==> src/rtl/vedic_pp_accum.sv <==
// Accumulates four 4x4 Vedic partial products into a 16-bit product.
// A single 8-bit carry-lookahead adder is time-shared across three add states.

module vedic_cla8 (
  input  logic [7:0] a,
  input  logic [7:0] b,
  input  logic       cin,
  output logic [7:0] sum,
  output logic       cout
);
  logic [7:0] w_g, w_p;
  logic [8:0] w_c;
  logic       w_cc, w_pp;

  assign w_g = a & b;
  assign w_p = a ^ b;

  // Each carry is the flat OR of generate terms gated by downstream propagates.
  always_comb begin
    w_c    = '0;
    w_cc   = 1'b0;
    w_pp   = 1'b1;
    w_c[0] = cin;
    for (int i = 0; i < 8; i++) begin
      w_cc = 1'b0;
      w_pp = 1'b1;
      for (int j = i; j >= 0; j--) begin
        w_cc = w_cc | (w_pp & w_g[j]);
        w_pp = w_pp & w_p[j];
      end
      w_c[i+1] = w_cc | (w_pp & cin);
    end
  end

  assign sum  = w_p ^ w_c[7:0];
  assign cout = w_c[8];
endmodule

module vedic_pp_accum (
  input  logic        clk,
  input  logic        rst_n,
  input  logic        in_valid,
  output logic        in_ready,
  input  logic [7:0]  q0,
  input  logic [7:0]  q1,
  input  logic [7:0]  q2,
  input  logic [7:0]  q3,
  output logic        out_valid,
  input  logic        out_ready,
  output logic [15:0] product,
  output logic        ovf
);
  typedef enum logic [2:0] {S_IDLE, S_ADD1, S_ADD2, S_ADD3, S_DONE} state_t;

  state_t      r_state;
  logic [7:0]  r_q0, r_q1, r_q2, r_q3;
  logic [7:0]  r_s1, r_t;
  logic        r_c1, r_c2;
  logic [15:0] r_product;
  logic        r_ovf, r_in_ready, r_out_valid;

  logic [7:0]  w_a, w_b, w_sum;
  logic        w_cout;

  always_comb begin
    w_a = r_q1;
    w_b = r_q2;
    case (r_state)
      S_ADD2:  begin w_a = r_s1; w_b = {4'b0, r_q0[7:4]}; end
      S_ADD3:  begin w_a = r_q3; w_b = {3'b0, r_c1 | r_c2, r_t[7:4]}; end
      default: begin w_a = r_q1; w_b = r_q2; end
    endcase
  end

  vedic_cla8 u_cla (
    .a    (w_a),
    .b    (w_b),
    .cin  (1'b0),
    .sum  (w_sum),
    .cout (w_cout)
  );

  always_ff @(posedge clk) begin
    if (!rst_n) begin
      r_state     <= S_IDLE;
      r_q0        <= '0;
      r_q1        <= '0;
      r_q2        <= '0;
      r_q3        <= '0;
      r_s1        <= '0;
      r_t         <= '0;
      r_c1        <= 1'b0;
      r_c2        <= 1'b0;
      r_product   <= '0;
      r_ovf       <= 1'b0;
      r_in_ready  <= 1'b1;
      r_out_valid <= 1'b0;
    end else begin
      case (r_state)
        S_IDLE: if (in_valid) begin
          r_q0       <= q0;
          r_q1       <= q1;
          r_q2       <= q2;
          r_q3       <= q3;
          r_in_ready <= 1'b0;
          r_state    <= S_ADD1;
        end
        S_ADD1: begin
          r_s1    <= w_sum;
          r_c1    <= w_cout;
          r_state <= S_ADD2;
        end
        S_ADD2: begin
          r_t            <= w_sum;
          r_c2           <= w_cout;
          r_product[7:0] <= {w_sum[3:0], r_q0[3:0]};
          r_state        <= S_ADD3;
        end
        S_ADD3: begin
          // A carry from both earlier adds cannot be folded into the single k bit.
          r_product[15:8] <= w_sum;
          r_ovf           <= w_cout | (r_c1 & r_c2);
          r_out_valid     <= 1'b1;
          r_state         <= S_DONE;
        end
        S_DONE: if (out_ready) begin
          r_out_valid <= 1'b0;
          r_in_ready  <= 1'b1;
          r_state     <= S_IDLE;
        end
        default: begin
          r_out_valid <= 1'b0;
          r_in_ready  <= 1'b1;
          r_state     <= S_IDLE;
        end
      endcase
    end
  end

  assign in_ready  = r_in_ready;
  assign out_valid = r_out_valid;
  assign product   = r_product;
  assign ovf       = r_ovf;
endmodule

==> config.mk <==
export PLATFORM = sky130hd
export DESIGN_NAME = vedic_pp_accum
export DESIGN_NICKNAME = d
export VERILOG_FILES = /design/src/rtl/vedic_pp_accum.sv
export SDC_FILE = /design/constraint.sdc
export NUM_CORES = 1
export LEC_CHECK = 0
export BUFFER_PORTS_ARGS = -buffer_cell sky130_fd_sc_hd__buf_2
export CORE_AREA = 2 2 94 96
export CTS_CLUSTER_DIAMETER = 30
export DETAILED_ROUTE_END_ITERATION = 8
export DIE_AREA = 0 0 96 98
export SYNTH_ARGS = -nofsm -noshare
export SYNTH_HDL_FRONTEND = slang
export SYNTH_SLANG_ARGS = --single-unit
==> constraint.sdc <==
create_clock -name clk -period 5.63 [get_ports clk]
set_clock_uncertainty 0.05 [all_clocks]
set_input_delay 0.2815 -clock clk [delete_from_list [all_inputs] [get_ports clk]]
set_output_delay 0.2815 -clock clk [all_outputs]
set_load 0.05 [all_outputs]
==> results of run 1 <==
path summary, 6_finish.rpt:
kind,end,slack [ns],depth (start not counted)
worst min-delay path,r_q3[2],0.12,3
worst max register to register,r_t[6],2.49,7
worst min register to register,r_q1[6],0.40,2
worst max-delay path,r_t[6],2.49,7
cells in the final DEF (no fill, tap or decap), drive strengths merged, types with 2 or more instances in the layout:
cell type / n
nor2: 12
nand3b: 5
ha: 8
o211a: 3
a21o: 2
nand3: 11
inv: 4
nand2: 111
a21boi: 43
xnor2: 3
or3b: 3
o311ai: 3
a211oi: 2
or2: 2
a211o: 7
clkbuf: 11
o31ai: 7
nand2b: 4
and2: 7
nor3: 5
a31oi: 6
o21ai: 24
a21oi: 7
buf: 55
nand4: 3
mux2i: 12
dfxtp: 68
clkinv: 4
flip-flops by register name, indices dropped and copies added (netlist names), 3 cells and up:
signal	cells
product	12
r_q0	8
r_q1	8
r_q2	8
r_q3	8
r_s1	8
r_t	8
r_state	3
report_power, final:
part	internal [mW]	switching, mW	total [mW]
sequential	0.514	0.0272	0.541
combinational	0.0702	0.131	0.201
clock	0.169	0.185	0.354
total	0.753	0.343	1.10
final cells by class:
class / count / area share [%]
clock buffer: 11 / 3.83
clock inverter: 5 / 0.746
inverter: 4 / 0.407
multi-input combinational: 296 / 46.9
sequential: 68 / 36.9
tap: 108 / 3.66
timing repair buffer: 55 / 7.53
logic make-up after synthesis:
family	count (synthesis)	share of synthesized area [%]
xor+xnor	3	0.798
buf+inv	36	6.08
simple gates	166	22.2
compound gates	106	22.3
flops	68	41.3
mux	12	3.65
fa+ha+maj	9	3.65
routing by layer:
| metal | vias to the layer above | GRT usage [%] | wire length [um] |
|---|---|---|---|
| met5 | - | 0 | 0 |
| met4 | 0 | 8.46 | 204 |
| met3 | 14 | 3.01 | 317 |
| met2 | 64 | 23.9 | 3300 |
| li1 | 1434 | - | - |
| met1 | 1288 | 25.2 | 3890 |
stage by stage:
stage | total power, mW | instance area (um^2) | hold slack [ns] | setup slack, ns
after floorplan | 0.708 | 3290 | 0.366 | 3.17
after global placement | 0.751 | 3520 | 0.392 | 2.66
after detailed placement | 0.753 | 3520 | 0.398 | 2.54
after CTS | 1.11 | 3690 | 0.107 | 2.53
after global routing | 1.15 | 3690 | 0.123 | 2.13
final | 1.10 | 3690 | 0.119 | 2.49
cells in the mapped netlist, types with 3 or more instances:
| library cell | instances | share of area (%) |
|---|---|---|
| sky130_fd_sc_hd__nand2_1 | 111 | 13 |
| sky130_fd_sc_hd__dfxtp_1 | 68 | 41 |
| sky130_fd_sc_hd__a21boi_1 | 30 | 6.8 |
| sky130_fd_sc_hd__o21ai_0 | 24 | 3.6 |
| sky130_fd_sc_hd__a21boi_0 | 13 | 3.0 |
| sky130_fd_sc_hd__buf_2 | 13 | 2.0 |
| sky130_fd_sc_hd__mux2i_1 | 12 | 3.6 |
| sky130_fd_sc_hd__nand3_1 | 11 | 1.7 |
| sky130_fd_sc_hd__nor2_1 | 11 | 1.3 |
| sky130_fd_sc_hd__clkbuf_1 | 9 | 1.0 |
| sky130_fd_sc_hd__ha_1 | 8 | 3.0 |
| sky130_fd_sc_hd__a211o_1 | 7 | 1.9 |
| sky130_fd_sc_hd__a21oi_1 | 7 | 1.1 |
| sky130_fd_sc_hd__and2_1 | 7 | 1.3 |
| sky130_fd_sc_hd__o31ai_1 | 7 | 1.6 |
| sky130_fd_sc_hd__a31oi_1 | 6 | 1.1 |
| sky130_fd_sc_hd__buf_4 | 5 | 1.1 |
| sky130_fd_sc_hd__nand3b_1 | 5 | 1.1 |
| sky130_fd_sc_hd__buf_6 | 4 | 1.4 |
| sky130_fd_sc_hd__nand2b_1 | 4 | 0.76 |
| sky130_fd_sc_hd__nor3_1 | 4 | 0.61 |
| sky130_fd_sc_hd__inv_1 | 3 | 0.34 |
| sky130_fd_sc_hd__nand4_1 | 3 | 0.57 |
| sky130_fd_sc_hd__o211a_1 | 3 | 0.91 |
| sky130_fd_sc_hd__or3b_1 | 3 | 0.80 |
| sky130_fd_sc_hd__xnor2_1 | 3 | 0.80 |
worst register-to-register path, stage by stage (launching register included):
cell,delay (ns)
sky130_fd_sc_hd__dfxtp_1,0.50
sky130_fd_sc_hd__nand2b_1,0.76
sky130_fd_sc_hd__o21ai_0,0.30
sky130_fd_sc_hd__ha_1,0.40
sky130_fd_sc_hd__a211oi_1,0.32
sky130_fd_sc_hd__nor3_1,0.12
sky130_fd_sc_hd__nor3_1,0.43
sky130_fd_sc_hd__o31ai_1,0.15
==> flow_summary_export.csv, run 1 <==
group,metric,value,unit
outcome,status,"finished, final reports clean",
routing,totalWireLength,7710,um
setup_path,timing.critical_path.from_type,"flop",
die,die_width,96,um
logic_synthesis,synth.ff_latch_count,68,
finish,fin_util,43.6,%
global_route,antenna_violations_before_repair,0,
die,start_util,38.9,%
finish,ff_latch_area,0.00136,mm^2
sta,report.final.slew_viol_count,0,
setup_path,setup.worst_path.start,"r_state[2]",
global_route,number_of_global_route_vias_before_repair,2641,
setup_path,critical_path.top_delay_family,"simple AND/OR/NAND/NOR gates",
logic_synthesis,ys_types,42,
routing,drt_pass1_iterations,4,
setup_path,crit_path_max_incr_delay,0.76,ns
die,io-pin-count,55,
place,port-buffer-count,54,
logic_synthesis,avgSynthCellArea,8.23,um^2
routing,initialDrtViolationCount,142,
setup_path,critPathKind,"reg -> reg",
finish,syn_to_final_growth,12.0,%
clocking,cts_repair_resize_count,0,
clocking,tritoncts,"yes",
finish,antenna_cells,0,
routing,drt-vias-per-instance,5.12,
power_and_ir_drop,irDropWorstVdd,0.129,mV
setup_path,cp_num_buf_inv,0,
place,place_congestion,0.829,
routing,detail_route_antenna_nets,0,
place,dpl.cell_count,531,
setup_path,critical_path_required,5.79,ns
finish,design.final.nets,479,
die,die_h,98,um
power_and_ir_drop,power_per_cell_area,297,mW/mm^2
sta,worst_slew_margin_rel,22.4,%
logic_synthesis,synth-edff-count,0,
sta,final_hold_viol_count,0,
setup_path,critPathMostFrequentCell,"sky130_fd_sc_hd__nor3_1",
finish,fill_cells,835,
power_and_ir_drop,power.leakage,1.52,nW
clocking,cts_post_setup_buffers_inserted,0,
routing,num_vias,2800,
clocking,tritoncts.num_buffers,9,
sta,fin_tns_setup,0,ns
clocking,cts_sinks,68,
global_route,grt_first_pass_wirelength,12600,um
global_route,grt_max_degree,77,
finish,final_cell_count_no_fill,547,
global_route,grt-ovfl-total,0,
min_path,hold_start,"q3[2]",
logic_synthesis,syn-num-nets,445,
global_route,gr-usage-all-layers,17.2,%
clocking,clock_latency,0.35,ns
die,placement_rows,34,
clocking,cts-hold-fix-buffers,0,
place,hpwl_after_detailed_placement,5340,um
routing,drt-wirelength-per-cell,14.1,um
logic_synthesis,synth.yosys.seq_area_share,41.3,%
sta,tightestPinTransition,1.16,ns
finish,multiInputGateArea,0.00173,mm^2
setup_path,r2r-start,"r_state[2]",
die,fp.dieArea,0.00941,mm^2
run,max_cap_violation_count,0,
logic_synthesis,synth-async-reset-ratio,0,%
finish,drive_gt1_share,17.1,%
min_path,hp-class,"in -> reg",
die,core_area,0.00847,mm^2
logic_synthesis,synthFlopType,"sky130_fd_sc_hd__dfxtp_1",
setup_path,worstSetupEndpointType,"flop",
sta,finish_stage_setup_viols,0,
clocking,clk_transition_reported_paths,0.07,ns
routing,post-route-drc-count,0,
setup_path,worst-endpoint-arrival,3.30,ns
sta,rsz0062_at_grt,"false",
sta,layout_worst_path_cycle_share,55.9,%
logic_synthesis,yosysWarningCount,0,
clocking,htreeDepth,3,
sta,layout_min_cycle_time,3.14,ns
logic_synthesis,synthesis.instances,400,
clocking,clk_path_buf_depth,2,
setup_path,timing.critical_path.slowest_stage_cell,"sky130_fd_sc_hd__nand2b_1",
sta,maxClockFrequency,0.318,GHz
setup_path,timing.critical_path.fanout_max,31,
logic_synthesis,cell_area_synth,0.00329,mm^2
clocking,clock-root-buffer,"sky130_fd_sc_hd__clkbuf_8",
setup_path,worstPathCellList,"nand2b_1 > o21ai_0 > ha_1 > a211oi_1 > nor3_1 > nor3_1 > o31ai_1",
Power figures use the tool's default switching activity.
==> inputs of run 2 (changes only) <==
==> constraint.sdc (replaced) <==
create_clock -name clk -period 2.55 [get_ports clk]
set_clock_uncertainty 0.05 [all_clocks]
set_input_delay 0.1275 -clock clk [delete_from_list [all_inputs] [get_ports clk]]
set_output_delay 0.1275 -clock clk [all_outputs]
set_load 0.05 [all_outputs]
==> run 2 against run 1 <==
  * Fmax is 34% higher
  * Hold slack lost 0.10 ns
  * Largest cell class unchanged
  * Via count up 6.5%
  * Critical endpoint is now product[15]
  * Wire length up 11%
  * Highest routed layer unchanged
  * Register-to-register slack got worse by 2.3 ns
  * Clock power grew 110%
==> flow_summary_export.csv, run 2 (same netlist as run 1, synthesis figures left out) <==
group,metric,value,unit
global_route,grt_first_pass_wirelength,14000,um
clocking,clock-root-buffer,"sky130_fd_sc_hd__clkbuf_8",
setup_path,ff2ff_path_depth,8,
setup_path,timing.critical_path.fanout_max,8,
sta,layout_worst_path_cycle_share,92.3,%
sta,layout_min_cycle_time,2.35,ns
setup_path,timing.critical_path.slowest_stage_cell,"sky130_fd_sc_hd__dfxtp_2",
clocking,clk_transition_reported_paths,0.07,ns
routing,detail_route_antenna_nets,0,
sta,report.final.slew_viol_count,0,
die,placement_rows,34,
sta,maxClockFrequency,0.425,GHz
clocking,tritoncts.num_buffers,9,
power_and_ir_drop,power_per_cell_area,602,mW/mm^2
global_route,grt-ovfl-total,0,
place,dpl-instance-area,0.00363,mm^2
routing,drt_pass1_iterations,4,
finish,final_cell_area,0.00412,mm^2
clocking,cts_sinks,68,
finish,mostFrequentLayoutCells,"sky130_fd_sc_hd__nand2_1 (111), sky130_fd_sc_hd__dfxtp_1 (67), sky130_fd_sc_hd__buf_2 (54)",
min_path,worst_hold_path.num_cells,3,
die,start_util,38.9,%
sta,worst_slew_margin_rel,26.0,%
place,hpwl_after_detailed_placement,5960,um
routing,post-route-drc-count,0,
power_and_ir_drop,power.leakage,1.71,nW
run,max_cap_violation_count,0,
setup_path,critical_path_required,2.73,ns
power_and_ir_drop,power,2.48,mW
place,port-buffer-count,54,
global_route,number_of_global_route_vias_before_repair,2814,
die,fp.dieArea,0.00941,mm^2
setup_path,worst-endpoint-arrival,2.54,ns
min_path,worst_hold_path.endpoint,"in_ready",
finish,largest_register_ffs,12,
clocking,clock_latency,0.34,ns
sta,rsz0062_at_grt,"false",
die,die_width,96,um
clocking,tritoncts,"yes",
global_route,antenna_violations_before_repair,0,
min_path,hp-class,"in -> reg",
routing,drt-wirelength-per-cell,14.5,um
global_route,gr-usage-all-layers,19.2,%
power_and_ir_drop,irDropWorstVdd,0.330,mV
die,die_h,98,um
setup_path,critPathKind,"reg -> reg",
routing,num_vias,2982,
place,place_congestion,0.958,
outcome,status,"finished, final reports clean",
setup_path,worstPathCellList,"buf_4 > mux2i_1 > o21ai_0 > ha_1 > o21a_1 > nand3_1 > nand2_1 > o311ai_0",
clocking,htreeDepth,3,
setup_path,r2r-start,"r_state[0]",
setup_path,crit_path_max_incr_delay,0.42,ns
finish,drive_gt1_share,18.3,%
setup_path,reg2reg_setup_slack,0.20,ns
finish,most_frequent_standard_cell_in_the_layout_excluding_fill_and_tap_cells,"sky130_fd_sc_hd__nand2_1",
global_route,grt_max_degree,33,
min_path,hold_start,"out_ready",
sta,fin_tns_setup,0,ns
setup_path,timing.critical_path.from_type,"flop",
routing,drt-vias-per-instance,5.05,
die,io-pin-count,55,
finish,antenna_cells,0,
finish,design.final.nets,524,
routing,initialDrtViolationCount,168,
clocking,clk_path_buf_depth,2,
sta,tightestPinTransition,1.11,ns
setup_path,critical_path.reg2reg.endpoint,"product[15]",
routing,totalWireLength,8550,um
die,core_area,0.00847,mm^2
finish,syn_to_final_growth,25.2,%
sta,final_hold_viol_count,0,
sta,finish_stage_setup_viols,0,
setup_path,worstSetupEndpointType,"flop",
==> run 2: through the flow <==
step / worst slack, ns / std cells / hold slack [ns] / util (%)
after floorplan: 0.0916 / 400 / 0.212 / -
after global placement: 0.133 / 544 / 0.317 / 42.9
after detailed placement: 0.103 / 544 / 0.324 / 42.9
after CTS: 0.0957 / 590 / 0.0105 / 48.5
after global routing: 0.00240 / 590 / 0.0479 / 48.7
final: 0.195 / 590 / 0.0187 / 48.7
==> run 2: routing by layer <==
layer | vias up | track usage (%) | wire length [um]
met4 | 0 | 5.38 | 148
li1 | 1526 | - | -
met3 | 11 | 4.63 | 303
met2 | 61 | 28.2 | 3850
met5 | - | 0 | 0
met1 | 1384 | 27.8 | 4240
==> run 2: how the worst max path moves through the flow <==
| stage | startpoint | to | cells past startpoint |
|---|---|---|---|
| finish | r_state[0] | product[15] | 8 |
| global route | r_state[2] | r_s1[7] | 9 |
| CTS | r_state[0] | r_s1[7] | 8 |
| detailed placement | r_state[0] | r_s1[7] | 8 |
| global placement | r_state[0] | r_s1[7] | 8 |
| floorplan | r_state[2] | product[15] | 12 |
==> run 2: critical path, delay by kind of cell, from the launching register on <==
kind,cells,cell delay (ns)
flip-flops,1,0.42
buffers and inverters,1,0.20
AO/OA/AOI/OAI,3,0.66
adder cells (fa/ha/maj),1,0.36
multiplexers,1,0.19
AND/OR/NAND/NOR,2,0.37
==> run 2: cell type report <==
class	instances	area (um^2)
flip-flops and latches	68	1360
clock inverters	2	12.5
inverters	4	15.0
clock buffers	12	145
well taps	108	135
multi-input cells	296	1740
repair buffers	100	708
fillers	841	4340
==> run 2: power breakdown <==
part / switching (mW) / internal, mW
clock network: 0.386 / 0.368
logic: 0.328 / 0.221
registers: 0.0447 / 1.13
==> run 2: timing repair <==
item | 4_1_cts | 5_1_grt
setup buffers | 0 | 0
setup endpoints to repair | 0 | 15
gates resized for setup | 0 | 5
hold buffers | 32 | 0
hold endpoints to repair | 32 | 0
